==> src/rtl/fifo_flex.sv <==
// rtl/fifo_flex.sv - parametrised single-clock FIFO, any depth, FWFT or registered read
// Level-tracked occupancy with threshold flags, sticky error flags and synchronous flush.
module fifo_flex #(
  parameter int DATA_WIDTH = 8,
  parameter int DEPTH      = 16,
  parameter int FWFT       = 0,
  parameter int AFULL_TH   = DEPTH - 2,
  parameter int AEMPTY_TH  = 2,
  parameter int LW         = $clog2(DEPTH + 1)
) (
  input  logic                  clk,
  input  logic                  rst,
  input  logic                  clr,
  input  logic                  wr_en,
  input  logic [DATA_WIDTH-1:0] wr_data,
  input  logic                  rd_en,
  output logic [DATA_WIDTH-1:0] rd_data,
  output logic                  full,
  output logic                  empty,
  output logic                  almost_full,
  output logic                  almost_empty,
  output logic [LW-1:0]         level,
  output logic                  overflow,
  output logic                  underflow
);

  localparam int            PW       = $clog2(DEPTH);
  localparam logic [PW-1:0] PTR_LAST = PW'(DEPTH - 1);
  localparam logic [LW-1:0] LVL_FULL = LW'(DEPTH);
  localparam logic [LW-1:0] LVL_AF   = LW'(AFULL_TH);
  localparam logic [LW-1:0] LVL_AE   = LW'(AEMPTY_TH);

  logic [DATA_WIDTH-1:0] mem [DEPTH];
  logic [PW-1:0]         wr_ptr;
  logic [PW-1:0]         rd_ptr;
  logic [LW-1:0]         level_q;
  logic                  overflow_q;
  logic                  underflow_q;
  logic                  flush;
  logic                  rd_acc;
  logic                  wr_acc;

  // Pointers wrap at DEPTH-1 explicitly so non-power-of-2 depths work.
  function automatic logic [PW-1:0] ptr_inc(input logic [PW-1:0] p);
    return (p == PTR_LAST) ? '0 : p + PW'(1);
  endfunction

  assign flush        = rst || clr;
  assign full         = (level_q == LVL_FULL);
  assign empty        = (level_q == '0);
  assign almost_full  = (level_q >= LVL_AF);
  assign almost_empty = (level_q <= LVL_AE);
  assign level        = level_q;
  assign overflow     = overflow_q;
  assign underflow    = underflow_q;

  assign rd_acc = rd_en && !empty;
  // A read at full frees a slot in the same edge, so the write still lands.
  assign wr_acc = wr_en && (!full || rd_en);

  always_ff @(posedge clk) begin
    if (flush) begin
      wr_ptr      <= '0;
      rd_ptr      <= '0;
      level_q     <= '0;
      overflow_q  <= 1'b0;
      underflow_q <= 1'b0;
    end else begin
      if (wr_acc) wr_ptr <= ptr_inc(wr_ptr);
      if (rd_acc) rd_ptr <= ptr_inc(rd_ptr);
      if (wr_acc && !rd_acc)      level_q <= level_q + LW'(1);
      else if (rd_acc && !wr_acc) level_q <= level_q - LW'(1);
      if (wr_en && !wr_acc) overflow_q  <= 1'b1;
      if (rd_en && empty)   underflow_q <= 1'b1;
    end
  end

  always_ff @(posedge clk) begin
    if (!flush && wr_acc) mem[wr_ptr] <= wr_data;
  end

  generate
    if (FWFT != 0) begin : g_fwft
      assign rd_data = empty ? '0 : mem[rd_ptr];
    end else begin : g_reg
      logic [DATA_WIDTH-1:0] rd_q;
      always_ff @(posedge clk) begin
        if (flush)       rd_q <= '0;
        else if (rd_acc) rd_q <= mem[rd_ptr];
      end
      assign rd_data = rd_q;
    end
  endgenerate

endmodule

==> config.mk <==
export PLATFORM = sky130hd
export DESIGN_NAME = fifo_flex
export DESIGN_NICKNAME = d
export VERILOG_FILES = /design/src/rtl/fifo_flex.sv
export SDC_FILE = /design/constraint.sdc
export NUM_CORES = 1
export LEC_CHECK = 0
export CORE_MARGIN = 2
export CORE_UTILIZATION = 25
export CTS_CLUSTER_DIAMETER = 30
export DETAILED_ROUTE_END_ITERATION = 12
export PLACE_DENSITY_LB_ADDON = 0.05
export REMOVE_ABC_BUFFERS = 1
export SYNTH_ARGS = -nofsm -noshare
export SYNTH_HDL_FRONTEND = slang
export SYNTH_SLANG_ARGS = --single-unit
export TNS_END_PERCENT = 100
==> constraint.sdc <==
create_clock -name clk -period 4.7 [get_ports clk]
set_input_delay 1.175 -clock clk [delete_from_list [all_inputs] [get_ports clk]]
set_output_delay 1.175 -clock clk [all_outputs]
set_load 0.02 [all_outputs]
==> run_results.csv, run 1 <==
group,metric,value,unit
timing,min_period,3520,ps
timing,hold_viol_final,0,
worst_setup_path,cp-start-kind,"input pin",
die,initial_core_util,25.3,%
synth,avgSynthCellArea,18.1,sq um
timing,max-slew-margin-rel,37.0,%
worst_setup_path,cp_cell_sequence,"clkdlybuf4s50_1, buf_4, o31a_1, ha_1, inv_1, fa_1, a21o_1, a21oi_1, mux2i_1, mux2i_1",
die,dieHeight,160,microns
timing,fmax,284,MHz
place,portBuffers,31,
route,avgViaCountPerCell,4.33,
final_layout,final-instance-count-excl-fill,725,
worst_setup_path,cp_slowest_cell,"o31a_1",
final_layout,layout_common_cells,"edfxtp_1 (128), mux4_2 (32), clkdlybuf4s50_1 (31), nor2_1 (29), mux2i_1 (22)",
timing,tns,0,ps
route,firstDrtPassIters,4,
synth,syn_inst,336,
clocking,cts_tree,"done",
grt,grt_use_total,12.1,%
synth,synth_top_flop_cell,"edfxtp_1",
die,die_area,0.0256,sq mm
timing,rsz0062_at_grt,"no",
worst_setup_path,worst-path-max-fanout,11,
final_layout,mostFrequentLayoutCell,"edfxtp_1",
clocking,htree_levels,4,
synth,seq_area_frac_synth,70.7,%
clocking,clock-sinks,151,
grt,first_global_vias,3329,
power,power,3.07,mW
final_layout,drive_gt1_share,25.0,%
worst_setup_path,cpPeakStageDelay,490,ps
grt,antenna_found_initial,0,
timing,hold_slack,464,ps
place,dp_hpwl,9220,microns
worst_setup_path,path_buf_inv,3,
worst_setup_path,r2r_end,"level[4]",
worst_setup_path,worstReg2RegStart,"level[0]",
worst_setup_path,cp.required,5050,ps
worst_setup_path,cp-end-kind,"register",
power,powerDensity,414,mW/mm^2
hold_path,hold_path_class,"reg -> reg",
route,vias,3142,
clocking,post-cts-setup-buffers,0,
clocking,cts.repair.resized,0,
die,ios,32,
final_layout,layout.nets,411,
grt,grt_max_degree,31,
final_layout,utilization,30.8,%
worst_setup_path,arrival,3860,ps
place,place_congestion,0.683,
die,num_rows,57,
timing,worst_slew_pin_slew,945,ps
die,die_w,160,microns
power,power_leakage,2.32,nW
clocking,clockRootBuffer,"clkbuf_16",
worst_setup_path,cp_common_cell,"mux2i_1",
clocking,clkTransAtPathRegs,60,ps
place,placedCellCount,693,
route,drt_iter0_markers,159,
route,detail-route-antenna-nets,0,
clocking,cts_made_buffers,17,
route,wl_per_cell,20.1,microns
clocking,clockBufferDepth,2,
flow_run,maxCapViolCount,0,
synth,synth_edf_count,128,
grt,overflow,0,
synth,ys_seq_elements,151,
hold_path,whs_endpoint,"underflow",
hold_path,hold_start,"underflow",
outcome,status,"complete, no violations",
clocking,holdBufCountCts,0,
timing,fin_crit_sh,74.8,%
synth,ys_types,40,
synth,netlist_area,0.00609,sq mm
final_layout,syn_to_final_growth,21.9,%
synth,synthArstFlopShare,0,%
timing,setup_viol,0,
route,drt_wl_total,14600,microns
timing,fin_skew,7.15,ps
worst_setup_path,reg2reg_depth,9,
clocking,insertion_delay,420,ps
die,core,0.0241,sq mm
route,drc,0,
power,irDropWorstVdd,0.188,mV
worst_setup_path,critical_path_class,"in -> reg",
grt,grt_pass1_wl,22100,microns
worst_setup_path,critPathTopFamily,"compound AO/OA/AOI/OAI gates",
worst_setup_path,rrSetupSlack,1610,ps
hold_path,hold_depth,2,
synth,yosys_warnings,0,
timing,slew_violations,0,
[flip-flops by register name, summed over array words and instances, names as in the netlist]
signal,count
rd_ptr,4
rd_data,8
mem,128
underflow,1
level,5
wr_ptr,4
overflow,1
[worst reg2reg max path, delay by kind of cell, from the launching register on]
kind / cells / cell delay (ps)
DFF: 1 / 390
and+or+nand+nor: 1 / 660
muxes: 2 / 420
AOI/OAI and AO/OA: 3 / 780
adders and majority gates: 2 / 670
buffers and inverters: 1 / 100
[per-stage QoR]
| step | setup slack (ps) | area [sq um] |
|---|---|---|
| 2_1_floorplan | 1570 | 5990 |
| 3_3_place_gp | 776 | 6870 |
| 3_5_place_dp | 754 | 6870 |
| 4_1_cts | 1170 | 7420 |
| 5_1_grt | 966 | 7420 |
| 6_report | 1180 | 7420 |
[worst max-delay path by stage]
stage / from / end / slack, ps / cells past startpoint
finish: rd_en / level[4] / 1180 / 10
global route: rd_en / level[4] / 970 / 10
CTS: rd_en / level[4] / 1170 / 10
detailed placement: rd_en / level[4] / 750 / 10
global placement: rd_en / level[4] / 780 / 10
floorplan: clr / mem[3][0] / 1570 / 3
[cell usage after synthesis, types with 2 or more instances]
master | number | area (sq um)
clkbuf_1 | 9 | 33.8
dfxtp_1 | 23 | 460
buf_2 | 6 | 30.0
a31o_2 | 8 | 70.1
nor3_1 | 6 | 30.0
buf_6 | 2 | 22.5
edfxtp_1 | 128 | 3840
a21oi_1 | 8 | 40.0
mux4_2 | 32 | 721
a21o_1 | 2 | 15.0
ha_1 | 9 | 113
xor2_1 | 3 | 26.3
nand2b_1 | 2 | 12.5
nand2_1 | 7 | 26.3
inv_1 | 4 | 15.0
o22ai_1 | 8 | 50.1
mux2i_1 | 22 | 220
nand3_1 | 7 | 35.0
nor2_1 | 29 | 109
[routing by layer]
layer | up-vias | GRT usage (%) | wire length (microns)
li1 | 1454 | - | -
met1 | 1638 | 16.3 | 6770
met2 | 40 | 19.4 | 7170
met3 | 10 | 3.06 | 489
met4 | 0 | 3.56 | 140
met5 | - | 0 | 0
[power breakdown]
part	total (mW)	switching, mW	internal (mW)	leakage [nW]
Clock	1.28	0.554	0.728	0.260
Combinational	0.298	0.171	0.127	0.723
Sequential	1.49	0.0250	1.47	1.34
[logic make-up after synthesis]
group,after synthesis,share of synthesized area (%)
AOI/OAI and AO/OA,41,5.51
xor gates and xnor gates,4,0.575
adders and majority gates,10,2.18
buffers and inverters,23,1.85
DFF,151,70.7
muxes,54,15.4
and+or+nand+nor,53,3.78
[cell type report]
type,instances,area (sq um)
clock inverter,14,126
sequential,151,4310
timing repair buffer,52,468
antenna,1,2.50
inverter,4,15.0
clock buffer,17,425
tap,324,405
multi-input combinational,162,1670
fill,2435,16700
Note: power is estimated with default switching activity, not from simulation.
==> run 2, diff against run 1 <==
==> constraint.sdc (replaced) <==
create_clock -name clk -period 3.5 [get_ports clk]
set_input_delay 0.875 -clock clk [delete_from_list [all_inputs] [get_ports clk]]
set_output_delay 0.875 -clock clk [all_outputs]
set_load 0.02 [all_outputs]
==> run_results.csv, run 2 (same netlist as run 1, synthesis figures left out) <==
group,metric,value,unit
outcome,status,"complete, no violations",
grt,overflow,0,
worst_setup_path,cp_slowest_cell,"or4_4",
timing,rsz0062_at_grt,"no",
worst_setup_path,critPathTopFamily,"simple AND/OR/NAND/NOR gates",
route,drc,0,
hold_path,whs_endpoint,"overflow",
place,portBuffers,31,
route,avgViaCountPerCell,4.33,
final_layout,largest_register_ffs,128,
flow_run,maxCapViolCount,0,
final_layout,drive_gt1_share,25.2,%
place,dp_hpwl,9290,microns
clocking,clock-sinks,151,
grt,top_usage_layer,"met2",
power,p_clk_share,42.8,%
timing,max-slew-margin-rel,56.6,%
timing,setup_viol,0,
clocking,htree_levels,4,
clocking,cts_made_buffers,17,
grt,use_met3,3.06,%
clocking,insertion_delay,420,ps
worst_setup_path,r2r_end,"level[4]",
clocking,clockBufferDepth,2,
timing,min_period,3130,ps
grt,grt_max_degree,26,
worst_setup_path,critical_path_class,"reg -> out",
worst_setup_path,cp-start-kind,"register",
grt,use_met1,16.6,%
die,die_area,0.0256,sq mm
final_layout,layout_common_cells,"edfxtp_1 (128), mux4_2 (32), clkdlybuf4s50_1 (31), nor2_1 (29), buf_4 (24)",
route,drt_wl_total,14700,microns
timing,fin_crit_sh,89.3,%
clocking,clockRootBuffer,"clkbuf_16",
final_layout,mostFrequentLayoutCell,"edfxtp_1",
worst_setup_path,path_buf_inv,1,
grt,gr-usage-met2,19.2,%
clocking,clkTransAtPathRegs,60,ps
die,num_rows,57,
final_layout,layout.nets,415,
timing,hold_viol_final,0,
route,firstDrtPassIters,4,
die,core,0.0241,sq mm
power,comb_power_share,9.7,%
worst_setup_path,cp_cell_sequence,"or4_4, nor2_1, clkdlybuf4s50_1",
worst_setup_path,worst-path-max-fanout,8,
route,drt_iter0_markers,162,
final_layout,diodes,0,
timing,fin_skew,7.95,ps
clocking,holdBufCountCts,0,
die,dieHeight,160,microns
route,vias,3160,
hold_path,hold_path_class,"reg -> reg",
final_layout,utilization,31.1,%
power,power_switching_share,24.1,%
power,powerDensity,564,mW/mm^2
route,wl_per_cell,20.2,microns
worst_setup_path,rrSetupSlack,640,ps
timing,worst_slew_pin_slew,649,ps
worst_setup_path,cp.required,2620,ps
power,p_switching,1.02,mW
worst_setup_path,reg2reg_depth,9,
final_layout,regMostFlops,"mem",
worst_setup_path,worstReg2RegStart,"level[0]",
grt,grt_use_total,12.2,%
power,p_seq_share,47.5,%
route,detail-route-antenna-nets,0,
die,initial_core_util,25.3,%
power,internal-power,3.20,mW
grt,first_global_vias,3345,
clocking,cts_tree,"done",
worst_setup_path,cpPeakStageDelay,660,ps
hold_path,hold_depth,2,
die,die_w,160,microns
power,irDropWorstVdd,0.244,mV
grt,grt_pass1_wl,22100,microns
timing,tns,0,ps
clocking,cts.repair.resized,0,
hold_path,hold_start,"overflow",
timing,fmax,320,MHz
die,ios,32,
final_layout,fillerInstances,2437,
timing,slew_violations,0,
place,place_congestion,0.673,
worst_setup_path,cp-end-kind,"primary output",
worst_setup_path,arrival,2250,ps
power,power_leakage,2.36,nW
clocking,post-cts-setup-buffers,0,
power,power,4.22,mW
grt,antenna_found_initial,0,
final_layout,syn_to_final_growth,23.0,%
## run 2: per-stage QoR
step / instances / worst slack, ps / hold WS (ps) / area (sq um)
after CTS: 729 / 335 / 476 / 7490
after detailed placement: 697 / 364 / 462 / 6910
after global routing: 729 / 260 / 506 / 7490
after global placement: 697 / 389 / 476 / 6910
after floorplan: 317 / 602 / 544 / 5990
final: 729 / 374 / 470 / 7490
## run 2: cell type report
type                            instances  area (sq um)  area share (%)
Sequential cell                       151          4310            57.5
Multi-Input combinational cell        162          1670            22.4
Timing Repair Buffer                   56           510            6.82
Clock buffer                           18           429            5.73
Tap cell                              324           405            5.41
Clock inverter                         14           149            1.99
Inverter                                4          15.0           0.200
## run 2: routing by layer
metal	vias to the layer above	part of all wire, %
met5	-	0
met3	9	2.6
met2	36	49
met4	0	1.0
met1	1649	48
li1	1466	-
## run 2: worst register-to-register path, cell delays in order (launching register included)
cell and delay, ps:
dfxtp_1 380, or4_4 660, o31a_1 310, ha_1 200, inv_1 150, ha_1 290, a21o_1 190, a21oi_1 170
mux2i_1 240, mux2i_1 200
## run 2: power groups by stage
stage / Clock (mW) / Sequential [mW] / Combinational, mW
floorplan: 0 / 2.07 / 0.213
global placement: 0 / 2.05 / 0.413
detailed placement: 0 / 2.05 / 0.414
CTS: 1.86 / 2.01 / 0.415
global route: 1.93 / 2.01 / 0.449
finish: 1.81 / 2.01 / 0.409
## run 2: how the worst max path moves through the flow
| stage | from | endpoint | slack [ps] | cells past startpoint |
|---|---|---|---|---|
| 2_1_floorplan | level[0] | level[4] | 600 | 9 |
| 3_3_place_gp | rd_en | level[4] | 390 | 10 |
| 3_5_place_dp | rd_en | level[4] | 360 | 10 |
| 4_1_cts | level[0] | empty | 340 | 3 |
| 5_1_grt | level[0] | empty | 260 | 3 |
| 6_report | level[0] | empty | 370 | 3 |
==> run 3, diff against run 2 <==
==> constraint.sdc (replaced) <==
create_clock -name clk -period 3.5 [get_ports clk]
set_input_delay 0.875 -clock clk [delete_from_list [all_inputs] [get_ports clk]]
set_output_delay 0.875 -clock clk [all_outputs]
set_load 0.05 [all_outputs]
==> run_results.csv, run 3 (same netlist as run 1, synthesis figures left out) <==
group,metric,value,unit
outcome,status,"complete, no violations",
hold_path,hold_path_class,"reg -> reg",
power,irDropWorstVdd,0.233,mV
route,drt_wl_total,14600,microns
die,dieHeight,160,microns
power,power_leakage,2.35,nW
clocking,cts.repair.resized,0,
grt,first_global_vias,3345,
route,wl_per_cell,20.1,microns
final_layout,layout_common_cells,"edfxtp_1 (128), mux4_2 (32), clkdlybuf4s50_1 (31), nor2_1 (29), mux2i_1 (22)",
grt,overflow,0,
worst_setup_path,critical_path_class,"reg -> out",
clocking,holdBufCountCts,0,
clocking,clockBufferDepth,2,
worst_setup_path,cp_cell_sequence,"or4_4, nor2_1, clkdlybuf4s50_1",
final_layout,diodes,0,
grt,grt_max_degree,26,
place,placed_area,0.00691,sq mm
route,avgViaCountPerCell,4.37,
worst_setup_path,cp_slowest_cell,"clkdlybuf4s50_1",
final_layout,layout.nets,413,
worst_setup_path,cpPeakStageDelay,820,ps
route,vias,3176,
worst_setup_path,cp.required,2620,ps
timing,worst_slew_pin_slew,642,ps
clocking,clkTransAtPathRegs,70,ps
final_layout,final-instance-count-excl-fill,727,
worst_setup_path,cp-start-kind,"register",
final_layout,fin_area,0.00747,sq mm
place,dp_hpwl,9130,microns
grt,grt_use_total,11.8,%
place,placedCellCount,695,
timing,setup_ws,178,ps
route,drt_iter0_markers,183,
final_layout,mostFrequentLayoutCell,"edfxtp_1",
die,die_w,160,microns
die,num_rows,57,
timing,fmax,301,MHz
die,core,0.0241,sq mm
timing,max-slew-margin-rel,57.0,%
power,powerDensity,566,mW/mm^2
flow_run,maxCapViolCount,0,
final_layout,syn_to_final_growth,22.6,%
die,ios,32,
route,firstDrtPassIters,4,
timing,setup_viol,0,
timing,fin_skew,12.6,ps
clocking,cts_made_buffers,17,
place,dpl_worst_slack,320,ps
worst_setup_path,arrival,2450,ps
clocking,post-cts-setup-buffers,0,
place,portBuffers,31,
place,place_congestion,0.659,
timing,min_period,3320,ps
clocking,htree_levels,4,
route,detail-route-antenna-nets,0,
die,initial_core_util,25.3,%
final_layout,drive_gt1_share,25.6,%
timing,slew_violations,0,
die,die_area,0.0256,sq mm
final_layout,largest_register_ffs,128,
grt,antenna_found_initial,0,
clocking,insertion_delay,420,ps
final_layout,regMostFlops,"mem",
clocking,cts_tree,"done",
timing,hold_viol_final,0,
worst_setup_path,cp-end-kind,"primary output",
grt,grt_pass1_wl,21600,microns
clocking,clockRootBuffer,"clkbuf_16",
route,drc,0,
clocking,clock-sinks,151,
timing,rsz0062_at_grt,"no",
timing,fin_crit_sh,94.9,%
worst_setup_path,worst-path-max-fanout,8,
## run 3: cell count changes in the layout (fill, tap and decap cells not counted), sizes merged
cell,before,now
clkbuf,18,17
clkinv,7,5
bufinv,2,0
inv,8,12
clkinvlp,1,2
buf,25,23
## run 3: worst paths after layout
check            from        to  slack, ps  depth (start not counted)
max          level[0]     empty        180                          3
min          overflow  overflow        470                          2
max reg2reg  level[0]  level[4]        630                          9
min reg2reg  overflow  overflow        470                          2
## run 3: area by class of cell
class | instances | area, sq um
Tap cell | 324 | 405
Multi-Input combinational cell | 162 | 1670
Sequential cell | 151 | 4310
Inverter | 4 | 15.0
Clock inverter | 15 | 134
Clock buffer | 17 | 425
Fill cell | 2430 | 16600
Timing Repair Buffer | 54 | 508
## run 3: layer usage
layer / track usage [%] / vias to the layer above / routed length (microns) / share of wire [%]
li1: - / 1456 / - / -
met1: 16.1 / 1664 / 6980 / 48
met2: 18.8 / 41 / 6990 / 48
met3: 2.29 / 15 / 400 / 2.7
met4: 4.55 / 0 / 240 / 1.6
met5: 0 / - / 0 / 0
## run 3: stage by stage
stage | hold slack [ps] | TNS, ps | power, mW | utilization [%]
4_1_cts | 479 | 0 | 4.29 | 31.0
3_5_place_dp | 464 | 0 | 2.53 | 28.7
5_1_grt | 510 | 0 | 4.40 | 31.0
3_3_place_gp | 474 | 0 | 2.54 | 28.7
2_1_floorplan | 544 | -464 | 2.35 | -
6_report | 472 | 0 | 4.22 | 31.0
## run 3: report_power, final
group / leakage [nW] / switching (mW) / internal (mW)
Clock: 0.270 / 0.802 / 0.936
Combinational: 0.738 / 0.304 / 0.175
Sequential: 1.34 / 0.0354 / 1.97
Total: 2.35 / 1.14 / 3.08
## run 3: worst max-delay path: cells and delay by family, from the launching register on
family                 cells  cell delay (ps)
AND/OR/NAND/NOR            2              820
buffers and inverters      1              820
flip-flops                 1              390
